`src/rtl/cpu_pkg.sv`:
```
// Shared pipeline definitions: funct3 and ResultSrc encodings, LSU state type and
// alignment helpers used by the memory stage.
package cpu_pkg;

    localparam logic [2:0] F3_B  = 3'b000;
    localparam logic [2:0] F3_H  = 3'b001;
    localparam logic [2:0] F3_W  = 3'b010;
    localparam logic [2:0] F3_BU = 3'b100;
    localparam logic [2:0] F3_HU = 3'b101;

    localparam logic [1:0] RS_ALU   = 2'b00;
    localparam logic [1:0] RS_MEM   = 2'b01;
    localparam logic [1:0] RS_PC4   = 2'b10;
    localparam logic [1:0] RS_AUIPC = 2'b11;

    typedef enum logic [0:0] {
        StIdle,
        StAccess
    } lsu_state_e;

    typedef struct packed {
        logic        reg_write;
        logic [1:0]  result_src;
        logic [4:0]  rd;
        logic [31:0] alu_result;
        logic [31:0] read_data;
        logic [31:0] pc_plus4;
        logic [31:0] auipc;
        logic        misaligned;
    } wb_t;

    function automatic logic is_misaligned(input logic [2:0] funct3, input logic [1:0] a);
        case (funct3)
            F3_H, F3_HU: is_misaligned = a[0];
            F3_W:        is_misaligned = |a;
            default:     is_misaligned = 1'b0;
        endcase
    endfunction

    // Force the low address bits to the natural alignment of the access size.
    function automatic logic [1:0] natural_align(input logic [2:0] funct3, input logic [1:0] a);
        case (funct3)
            F3_H, F3_HU: natural_align = {a[1], 1'b0};
            F3_W:        natural_align = 2'b00;
            default:     natural_align = a;
        endcase
    endfunction

endpackage

```
`src/rtl/lsu_align.sv`:
```
// Byte-lane steering for stores and lane extraction with sign/zero extension for loads.
module lsu_align
    import cpu_pkg::*;
(
    input  logic [2:0]  funct3_i,
    input  logic [1:0]  addr_lo_i,
    input  logic        store_i,
    input  logic [31:0] wdata_i,
    input  logic [31:0] rdata_i,
    output logic [3:0]  be_o,
    output logic [31:0] wdata_o,
    output logic [31:0] rdata_o
);

    logic [7:0]  byte_sel;
    logic [15:0] half_sel;

    always_comb begin
        be_o    = 4'b1111;
        wdata_o = wdata_i;
        if (store_i) begin
            case (funct3_i)
                F3_B: begin
                    be_o    = 4'b0001 << addr_lo_i;
                    wdata_o = {4{wdata_i[7:0]}};
                end
                F3_H: begin
                    be_o    = 4'b0011 << {addr_lo_i[1], 1'b0};
                    wdata_o = {2{wdata_i[15:0]}};
                end
                F3_W:    be_o = 4'b1111;
                default: be_o = 4'b0000;
            endcase
        end
    end

    always_comb begin
        byte_sel = 8'h00;
        unique case (addr_lo_i)
            2'd0: byte_sel = rdata_i[7:0];
            2'd1: byte_sel = rdata_i[15:8];
            2'd2: byte_sel = rdata_i[23:16];
            2'd3: byte_sel = rdata_i[31:24];
        endcase
        half_sel = addr_lo_i[1] ? rdata_i[31:16] : rdata_i[15:0];
    end

    always_comb begin
        case (funct3_i)
            F3_B:    rdata_o = {{24{byte_sel[7]}}, byte_sel};
            F3_H:    rdata_o = {{16{half_sel[15]}}, half_sel};
            F3_W:    rdata_o = rdata_i;
            F3_BU:   rdata_o = {24'h0, byte_sel};
            F3_HU:   rdata_o = {16'h0, half_sel};
            default: rdata_o = 32'h0;
        endcase
    end

endmodule

```
`src/rtl/mem_stage_lsu.sv`:
```
// Memory-stage LSU and MEM/WB register: req/ack data-memory FSM with pipeline stall.
// Define MEM_MISALIGN_TRAP_EN to flag misaligned H/W accesses instead of masking the address.
module mem_stage_lsu
    import cpu_pkg::*;
(
    input  logic        clk,
    input  logic        rst_n,
    input  logic        RegWriteM,
    input  logic [1:0]  ResultSrcM,
    input  logic        MemWriteM,
    input  logic [31:0] ALUResultM,
    input  logic [31:0] WriteDataM,
    input  logic [4:0]  RdM,
    input  logic [31:0] PC_plus4M,
    input  logic [31:0] lAuiPCM,
    input  logic [2:0]  funct3M,
    output logic        dmem_req,
    output logic        dmem_we,
    output logic [31:0] dmem_addr,
    output logic [3:0]  dmem_be,
    output logic [31:0] dmem_wdata,
    input  logic        dmem_ack,
    input  logic [31:0] dmem_rdata,
    output logic        StallM,
    output logic        RegWriteW,
    output logic [1:0]  ResultSrcW,
    output logic [4:0]  RdW,
    output logic [31:0] ALUResultW,
    output logic [31:0] ReadDataW,
    output logic [31:0] PC_plus4W,
    output logic [31:0] lAuiPCW,
    output logic        misalignedW
);

    lsu_state_e  state_q, state_d;
    wb_t         wb_q, wb_d;
    logic        mem_op, is_load, misaligned, stall;
    logic [1:0]  addr_lo;
    logic [31:0] load_data;

    assign mem_op  = MemWriteM | (ResultSrcM == RS_MEM);
    assign is_load = (ResultSrcM == RS_MEM) & ~MemWriteM;

`ifdef MEM_MISALIGN_TRAP_EN
    assign misaligned = is_misaligned(funct3M, ALUResultM[1:0]);
    assign addr_lo    = ALUResultM[1:0];
`else
    assign misaligned = 1'b0;
    assign addr_lo    = natural_align(funct3M, ALUResultM[1:0]);
`endif

    lsu_align u_align (
        .funct3_i  (funct3M),
        .addr_lo_i (addr_lo),
        .store_i   (MemWriteM),
        .wdata_i   (WriteDataM),
        .rdata_i   (dmem_rdata),
        .be_o      (dmem_be),
        .wdata_o   (dmem_wdata),
        .rdata_o   (load_data)
    );

    assign dmem_req  = (state_q == StAccess);
    assign dmem_we   = MemWriteM;
    assign dmem_addr = {ALUResultM[31:2], 2'b00};
    // Gated by reset so the front end is released the instant reset asserts.
    assign StallM    = rst_n & stall;

    always_comb begin
        state_d = state_q;
        stall   = 1'b0;
        wb_d    = '0;
        case (state_q)
            StIdle: begin
                if (mem_op && misaligned) begin
                    wb_d.misaligned = 1'b1;
                end else if (mem_op) begin
                    stall   = 1'b1;
                    state_d = StAccess;
                end else begin
                    wb_d.reg_write  = RegWriteM;
                    wb_d.result_src = ResultSrcM;
                    wb_d.rd         = RdM;
                    wb_d.alu_result = ALUResultM;
                    wb_d.pc_plus4   = PC_plus4M;
                    wb_d.auipc      = lAuiPCM;
                end
            end
            StAccess: begin
                if (dmem_ack) begin
                    wb_d.reg_write  = RegWriteM;
                    wb_d.result_src = ResultSrcM;
                    wb_d.rd         = RdM;
                    wb_d.alu_result = ALUResultM;
                    wb_d.read_data  = is_load ? load_data : 32'h0;
                    wb_d.pc_plus4   = PC_plus4M;
                    wb_d.auipc      = lAuiPCM;
                    state_d         = StIdle;
                end else begin
                    stall = 1'b1;
                end
            end
            default: state_d = StIdle;
        endcase
    end

    always_ff @(posedge clk or negedge rst_n) begin
        if (!rst_n) begin
            state_q <= StIdle;
            wb_q    <= '0;
        end else begin
            state_q <= state_d;
            wb_q    <= wb_d;
        end
    end

    assign RegWriteW   = wb_q.reg_write;
    assign ResultSrcW  = wb_q.result_src;
    assign RdW         = wb_q.rd;
    assign ALUResultW  = wb_q.alu_result;
    assign ReadDataW   = wb_q.read_data;
    assign PC_plus4W   = wb_q.pc_plus4;
    assign lAuiPCW     = wb_q.auipc;
    assign misalignedW = wb_q.misaligned;

endmodule

```
`config.mk`:
```
export PLATFORM = sky130hd
export DESIGN_NAME = mem_stage_lsu
export DESIGN_NICKNAME = d
export VERILOG_FILES = /design/src/rtl/cpu_pkg.sv /design/src/rtl/lsu_align.sv /design/src/rtl/mem_stage_lsu.sv
export SDC_FILE = /design/constraint.sdc
export NUM_CORES = 1
export LEC_CHECK = 0
export BUFFER_PORTS_ARGS = -buffer_cell sky130_fd_sc_hd__buf_2
export CORE_AREA = 2 2 148 150
export DETAILED_ROUTE_END_ITERATION = 16
export DIE_AREA = 0 0 150 152
export PLACE_DENSITY_LB_ADDON = 0.2
export RECOVER_POWER = 100
export SKIP_LAST_GASP = 1
export SLEW_MARGIN = 20
export SYNTH_ARGS = -nofsm -noshare
export SYNTH_HDL_FRONTEND = slang
export SYNTH_SLANG_ARGS = --single-unit
```
`constraint.sdc`:
```
create_clock -name clk -period 4 [get_ports clk]
set_input_delay 0.2 -clock clk [delete_from_list [all_inputs] [get_ports clk]]
set_output_delay 0.2 -clock clk [all_outputs]
set_load 0.005 [all_outputs]
```
* Yosys cells after proc, flatten, opt, wreduce, memory -nomap -nowiden *
Cells that the tools add are included.

cells by class
  add/sub/neg operators = 0
  multipliers = 0
  div/mod/pow operators = 0
  magnitude comparators = 0
  equality and inequality tests = 8
  shift operators = 2
  mux-type cells = 18
  bitwise operators = 5
  reductions and logical operators = 3

operators by type and width
  kind                   count
  $pmux W32 S5           1
  $mux W136              1
  $pmux W64 S2           1
  $mux W32               3
  $pmux W40 S2           1
  $mux W64               1
  $pmux W32 S2           1
  $mux W40               1
  $pmux W8 S4            1
  $mux W16               1
  $pmux W4 S3            1
  $eq A3 B3 Y1 const B   2
  $eq A2 B1 Y1 const B   2
  $eq A2 B2 Y1 const B   2
  $mux W4                1
  $pmux W2 S2            1
  $shl A1 B2 Y4 const A  1
  $shl A2 B2 Y4 const A  1
  $eq A3 B1 Y1 const B   1
  $eq A3 B2 Y1 const B   1
  $logic_not A3 Y1       1
  $and A1 B1 Y1          2
  $logic_not A2 Y1       1
  $mux W1                2
  other kinds (4)        5

word-level totals
  flip-flop bits (word level) = 137
  latch bits = 0
  memory bits (writable) = 0
  bits in read-only memories = 0
  output and inout bits = 208
  logic and storage cells = 44
  memories = 0

* Longest topological paths before layout *
Gate-level depths: netlist of the first run.

  word-level depth = 9
  depth in mapped cells = 7

* Modules after synthesis *
A second synthesis of the first run with hierarchy kept.

unflattened totals
  cell total of the unflattened synthesis = 535
  area total of the unflattened synthesis = 6297.3 µm²

by module, submodules not included
  module         times used  cells an instance  area an instance (µm²)  sequential area each (µm²)
  mem_stage_lsu  1           336                4733.3                  3428.3
  lsu_align      1           199                1564.0                  0.0

* Least setup slack after synthesis of the first run *
Ideal clock, no wire load.

  path type = register to register
  start = register state_q, in the netlist dmem_req
  end = register wb_q, in the netlist ReadDataW[30]
  library setup time = 78 ps
  data arrival time = 1446 ps
  path slack = 2477 ps
  cell stages (with the launch flop) = 8
  path through = dfrtp_1 > nand2_2 > or3_1 > buf_6 > nand2b_4 > buf_6 > buf_8 > a21oi_1

RTL lines
  item                      line                  source
  start: declaration        mem_stage_lsu.sv:35   lsu_state_e state_q, state_d;
  start signal: assignment  mem_stage_lsu.sv:109  state_q <= StIdle;
  start signal: assignment  mem_stage_lsu.sv:112  state_q <= state_d;
  end signal: assignment    mem_stage_lsu.sv:113  wb_q <= wb_d;
  end: declaration          mem_stage_lsu.sv:36   wb_t wb_q, wb_d;

==> results.sh, run 1 <==
export IMPL_status="complete, but fails checks"
export IMPL_violations="max-capacitance violations, max-slew violations"
export IMPL_synth_area_leaders="dfrtp_1 (58%), nor2b_1 (9.3%), buf_4 (5.7%)"
export IMPL_ys_seq_elements=137
export IMPL_cts_tree="done"
export IMPL_yosys_warnings=0
export IMPL_synth_cells=505
export IMPL_htreeDepth=4
export IMPL_cts_clk_slew_worst_paths_ns=0.06
export IMPL_setup_worst_path_start_class="input port"
export IMPL_initial_core_util_pct=27.6
export IMPL_numCtsBuffers=17
export IMPL_area_growth_synth_to_final_pct=48.1
export IMPL_grtUsageTotal_pct=16.6
export IMPL_rrSetupSlack_ns=1.67
export IMPL_drive_gt1_share_pct=32.1
export IMPL_final_cell_count_no_fill=1196
export IMPL_cts_num_sinks=137
export IMPL_rsz0062_at_grt="no"
export IMPL_slew_headroom_pct=-4.27
export IMPL_finalInstanceArea_mm2=0.00872
export IMPL_drcViolationCount=0
export IMPL_die_area_mm2=0.0228
export IMPL_rows=54
export IMPL_ys_seq_area_share_pct=58.3
export IMPL_placed_area_mm2=0.00768
export IMPL_dp_hpwl_um=14400
export IMPL_setup_violations=0
export IMPL_grt_max_degree=54
export IMPL_cp_arrival_ns=2.99
export IMPL_peakVddDrop_mv=0.204
export IMPL_ys_flop_type="dfrtp_1"
export IMPL_root_buffer="clkbuf_16"
export IMPL_first_pass_iters=5
export IMPL_crit_type="input port to flip-flop"
export IMPL_p_per_area_mw_per_mm2=414
export IMPL_critPathMaxFanout=19
export IMPL_yosys_area_top_type="dfrtp_1"
export IMPL_ys_types=47
export IMPL_synth_edf_count=0
export IMPL_ctsLongestPathBuffers=2
export IMPL_die_x_um=150
export IMPL_max_cap_violations=1
export IMPL_finalClockSkew_ns=0.00715
export IMPL_wirelength_um=19600
export IMPL_hold_violations=0
export IMPL_grt_pass1_vias=5287
export IMPL_fin_util_pct=40.8
export IMPL_synth_top_area_share_pct=58.3
export IMPL_yosysMostFrequentCell="dfrtp_1"
export IMPL_ios=383
export IMPL_grt_overflow=0
export IMPL_portBuffers=379
export IMPL_syn_cell_area_mm2=0.00588
export IMPL_leakage_nw=4.23
export IMPL_synth_avg_cell_area_um2=11.6
export IMPL_critPathCaptureType="flip-flop"
export IMPL_grt_pass1_wl_um=29200
export IMPL_place_gp_congestion=0.850
export IMPL_maxSlewViolCount=17
export IMPL_nets=1076
export IMPL_wl_per_cell_um=16.4
export IMPL_core_mm2=0.0214
export IMPL_die_y_um=152
export IMPL_required_ns=4.29
export IMPL_worstHoldPathType="input port to flip-flop"
export IMPL_period_share_pct=67.4
export IMPL_ant_nets=0
export IMPL_vias_per_cell=4.36
export IMPL_totalPowerFinal_mw=3.61
export IMPL_async_flop_share_pct=100
export IMPL_initialDrtViolationCount=231
export IMPL_max_freq_mhz=371
export IMPL_ctsResizeCount=0
export IMPL_via_count=5220
export IMPL_tns_ns=0
export IMPL_yosys_top_cells_count="dfrtp_1 (137), nor2b_1 (87), buf_4 (45)"
export IMPL_fillCellCount=2186
export IMPL_worst_slew_pin_slew_ns=1.56
export IMPL_timing_final_crit_period_ns=2.70
export IMPL_dp_cells=1097
export IMPL_clk_latency_ns=0.41
export IMPL_antenna_found_initial=4
cells in the final DEF, fill, tap and decap left out, types with 7 or more instances in the layout:
master	netlist	final
a21oi_1	36	36
a22oi_1	16	16
and2b_1	17	17
and3_1	8	8
buf_2	8	233
clkbuf_1	14	146
clkbuf_16	0	17
dfrtp_1	137	137
dlygate4sd3_1	0	65
mux2_2	12	12
mux2i_1	10	10
nand2_1	21	22
nor2_1	22	23
nor2b_1	87	87
o21ai_0	7	7
o31ai_1	7	7
registers in the layout (all words and copies together), names as in the netlist:
signal      count
dmem_req        1
RdW             5
ReadDataW      32
RegWriteW       1
PC_plus4W      32
ResultSrcW      2
ALUResultW     32
lAuiPCW        32
where the power goes:
group / leakage [nW] / internal (mW) / switching, mW
logic: 2.13 / 0.259 / 0.294
clock network: 0.285 / 0.880 / 0.668
registers: 1.82 / 1.48 / 0.0252
worst max-delay path, stage by stage:
cell	delay, ns
clkbuf_1	0.71
nand2b_1	0.60
nor2_1	1.05
a22oi_1	0.22
o32ai_1	0.20
cell families after synthesis:
family	after synthesis	share of synthesized area [%]
compound gates	87	9.66
other cells	1	0.0637
flops	137	58.3
mux	26	4.76
buf+inv	77	9.06
simple gates	177	18.2
metal layers:
layer  up-vias  routed length, um  global-route usage (%)
met1      2464               7240                    17.3
li1       2439                  -                       -
met5         -                 27                       0
met2       280               9860                    29.9
met3        33               2040                    6.82
met4         4                395                    5.71
timing repair:
action | CTS | global route
buffers inserted | 0 | 0
hold endpoints to repair | 113 | 1
hold buffers | 64 | 1
final cells by class:
cell class / count / area (um2) / area share (%)
Multi-Input combinational cell: 293 / 1920 / 22.0
Sequential cell: 137 / 3430 / 39.3
Timing Repair Buffer: 450 / 2420 / 27.8
Tap cell: 280 / 350 / 4.02
Clock buffer: 17 / 425 / 4.88
Antenna cell: 2 / 5.00 / 0.0574
Inverter: 2 / 7.51 / 0.0861
Clock inverter: 15 / 155 / 1.78
through the flow:
step / hold WS [ns] / setup WS (ns)
6_report: 0.0168 / 1.30
5_1_grt: 0.00272 / 0.972
4_1_cts: 0.000238 / 1.68
3_5_place_dp: 0.185 / 1.68
3_3_place_gp: 0.190 / 1.71
2_1_floorplan: -0.0956 / 2.48
path summary, 6_finish.rpt:
path	startpoint	to	cells past startpoint
worst min register to register	dmem_req$_DFF_PN0_	ResultSrcW[1]$_DFF_PN0_	2
worst max-delay path	funct3M[0]	ReadDataW[0]$_DFF_PN0_	5
worst max register to register	dmem_req$_DFF_PN0_	lAuiPCW[19]$_DFF_PN0_	4
max in group asynchronous	rst_n	ReadDataW[3]$_DFF_PN0_	3
min in group asynchronous	rst_n	ALUResultW[29]$_DFF_PN0_	2
worst min-delay path	PC_plus4M[26]	PC_plus4W[26]$_DFF_PN0_	2
Power figures use the tool's default switching activity.
==> run 2, diff against run 1 <==
==> constraint.sdc (replaced) <==
create_clock -name clk -period 2.6 [get_ports clk]
set_input_delay 0.13 -clock clk [delete_from_list [all_inputs] [get_ports clk]]
set_output_delay 0.13 -clock clk [all_outputs]
set_load 0.005 [all_outputs]
==> run 2 against run 1 <==
Effect of this change: the flow now finishes without violations; non-clock buffer count is 58 higher; count of clock-buffer cells in the layout up 1; sequential power increased by 54%; clock power increased by 52%; combinational power up 66%; routed wire length increased by 3.5%; global-route usage rose by 0.77 points; cell count rose by 4.8%; utilization rose by 2.5 points; worst setup slack worse by 0.78 ns; critical endpoint is now PC_plus4W[17]$_DFF_PN0_.
==> results.sh, run 2 (synthesis gave the netlist of run 1 again) <==
export IMPL_seqCellArea_mm2=0.00343
export IMPL_grt_overflow=0
export IMPL_cp_slowest_cell="clkbuf_2"
export IMPL_core_mm2=0.0214
export IMPL_via_count=5380
export IMPL_initialDrtViolationCount=184
export IMPL_wl_per_cell_um=16.2
export IMPL_die_y_um=152
export IMPL_rr_worst_depth=4
export IMPL_multi_input_area_mm2=0.00192
export IMPL_peakVddDrop_mv=0.269
export IMPL_p_per_area_mw_per_mm2=604
export IMPL_cts_num_sinks=137
export IMPL_ctsLongestPathBuffers=2
export IMPL_drive_gt1_share_pct=30.3
export IMPL_drcViolationCount=0
export IMPL_die_x_um=150
export IMPL_finalClockSkew_ns=0.00908
export IMPL_p_comb_share_pct=16.5
export IMPL_first_pass_iters=4
export IMPL_status="finished clean"
export IMPL_globalRouteMet2Util_pct=32.3
export IMPL_root_buffer="clkbuf_16"
export IMPL_ant_nets=0
export IMPL_nets=1134
export IMPL_p_sw_mw=1.52
export IMPL_cp_cell_sequence="nand2_1, a21boi_4, clkbuf_2, and2b_1"
export IMPL_slew_headroom_pct=19.8
export IMPL_min_delay_start="dmem_rdata[1]"
export IMPL_grt_max_degree=89
export IMPL_die_area_mm2=0.0228
export IMPL_rrSetupSlack_ns=0.52
export IMPL_area_growth_synth_to_final_pct=57.4
export IMPL_path_buf_inv=1
export IMPL_rsz0062_at_grt="no"
export IMPL_worst_slew_pin_slew_ns=1.20
export IMPL_maxSlewViolCount=0
export IMPL_crit_type="flip-flop to flip-flop"
export IMPL_max_freq_mhz=482
export IMPL_holdPathEnd="ReadDataW[1]$_DFF_PN0_"
export IMPL_setup_violations=0
export IMPL_wirelength_um=20200
export IMPL_period_share_pct=79.8
export IMPL_reg2reg_from="dmem_req$_DFF_PN0_"
export IMPL_grt_pass1_vias=5620
export IMPL_critPathCaptureType="flip-flop"
export IMPL_hold_depth=3
export IMPL_required_ns=2.91
export IMPL_dp_hpwl_um=14400
export IMPL_htreeDepth=4
export IMPL_placed_area_mm2=0.00773
export IMPL_postCtsSetupBuffers=0
export IMPL_place_gp_congestion=0.838
export IMPL_antenna_found_initial=2
export IMPL_pwr_share_clk_pct=42.1
export IMPL_critical_path_max_stage_delay_ns=0.83
export IMPL_top_usage_layer="met2"
export IMPL_critPathMaxFanout=54
export IMPL_tns_ns=0
export IMPL_numCtsBuffers=17
export IMPL_cp_arrival_ns=2.38
export IMPL_most_common_layout_cells="buf_2 (227), clkbuf_1 (148), dfrtp_1 (137), dlygate4sd3_1 (118), nor2b_1 (87)"
export IMPL_cts_clk_slew_worst_paths_ns=0.07
export IMPL_hold_violations=0
export IMPL_cp_top_family="buffers and inverters"
export IMPL_setup_worst_path_start_class="flip-flop"
export IMPL_worstHoldPathType="input port to flip-flop"
export IMPL_fin_util_pct=43.4
export IMPL_leakage_nw=4.45
export IMPL_timing_final_crit_period_ns=2.08
export IMPL_met1_usage_pct=18.1
export IMPL_grt_use_met3_pct=5.59
export IMPL_clk_latency_ns=0.42
export IMPL_initial_core_util_pct=27.6
export IMPL_ios=383
export IMPL_fillCellCount=2140
export IMPL_dp_cells=1102
export IMPL_final_cell_count_no_fill=1253
export IMPL_max_cap_violations=0
export IMPL_swShare_pct=27.2
export IMPL_finalInstanceArea_mm2=0.00926
export IMPL_intPower_mw=4.07
export IMPL_grt_pass1_wl_um=30600
export IMPL_crit_start="dmem_req$_DFF_PN0_"
export IMPL_portBuffers=379
export IMPL_r2r_end="PC_plus4W[17]$_DFF_PN0_"
export IMPL_vias_per_cell=4.29
export IMPL_final_common_cell="buf_2"
export IMPL_grtUsageTotal_pct=17.4
export IMPL_totalPowerFinal_mw=5.59
export IMPL_seqPwrFrac_pct=41.4
export IMPL_cts_tree="done"
export IMPL_rows=54
==> run 2: stage by stage <==
step,hold slack (ns),worst slack (ns)
final,0.0228,0.524
after floorplan,-0.166,1.08
after global placement,0.00727,0.822
after global routing,0.00595,0.336
after CTS,0.0000465,0.698
after detailed placement,0.00796,0.752
==> run 2: worst reg2reg max path: cells and delay by family, from the launching register on <==
family                 cells  cell delay (ns)
AO/OA/AOI/OAI              1             0.24
flip-flops                 1             0.40
buffers and inverters      1             0.83
AND/OR/NAND/NOR            2             0.49
==> run 2: area by class of cell <==
class                      instances  area share, %
clock buffer                      18           4.63
antenna                            1         0.0270
multi-input combinational        293           20.7
tap                              280           3.78
inverter                           2         0.0811
clock inverter                    14           1.49
sequential                       137           37.0
timing repair buffer             508           32.2
==> run 2: how the worst max path moves through the flow <==
stage,to,slack (ns),cells past startpoint
detailed placement,ReadDataW[0]$_DFF_PN0_,0.75,5
finish,PC_plus4W[17]$_DFF_PN0_,0.52,4
global placement,ReadDataW[11]$_DFF_PN0_,0.82,5
global route,PC_plus4W[4]$_DFF_PN0_,0.34,4
floorplan,ReadDataW[30]$_DFF_PN0_,1.08,7
CTS,StallM,0.70,5
==> run 2: power groups by stage <==
stage	combinational [mW]	clock (mW)	sequential [mW]
floorplan	0.352	0	2.38
global placement	0.833	0	2.35
detailed placement	0.835	0	2.35
CTS	0.981	2.43	2.31
global route	1.02	2.51	2.33
finish	0.920	2.36	2.32
==> run 2: what timing repair did <==
item                      4_1_cts  5_1_grt
hold buffers                  118        0
hold endpoints to repair      254        0
gates resized for setup         0        0
==> run 2: metal layers <==
layer,share of wire [%],vias up
met4,2.0,2
met3,8.6,34
li1,-,2559
met2,52,268
met5,0.035,-
met1,38,2517
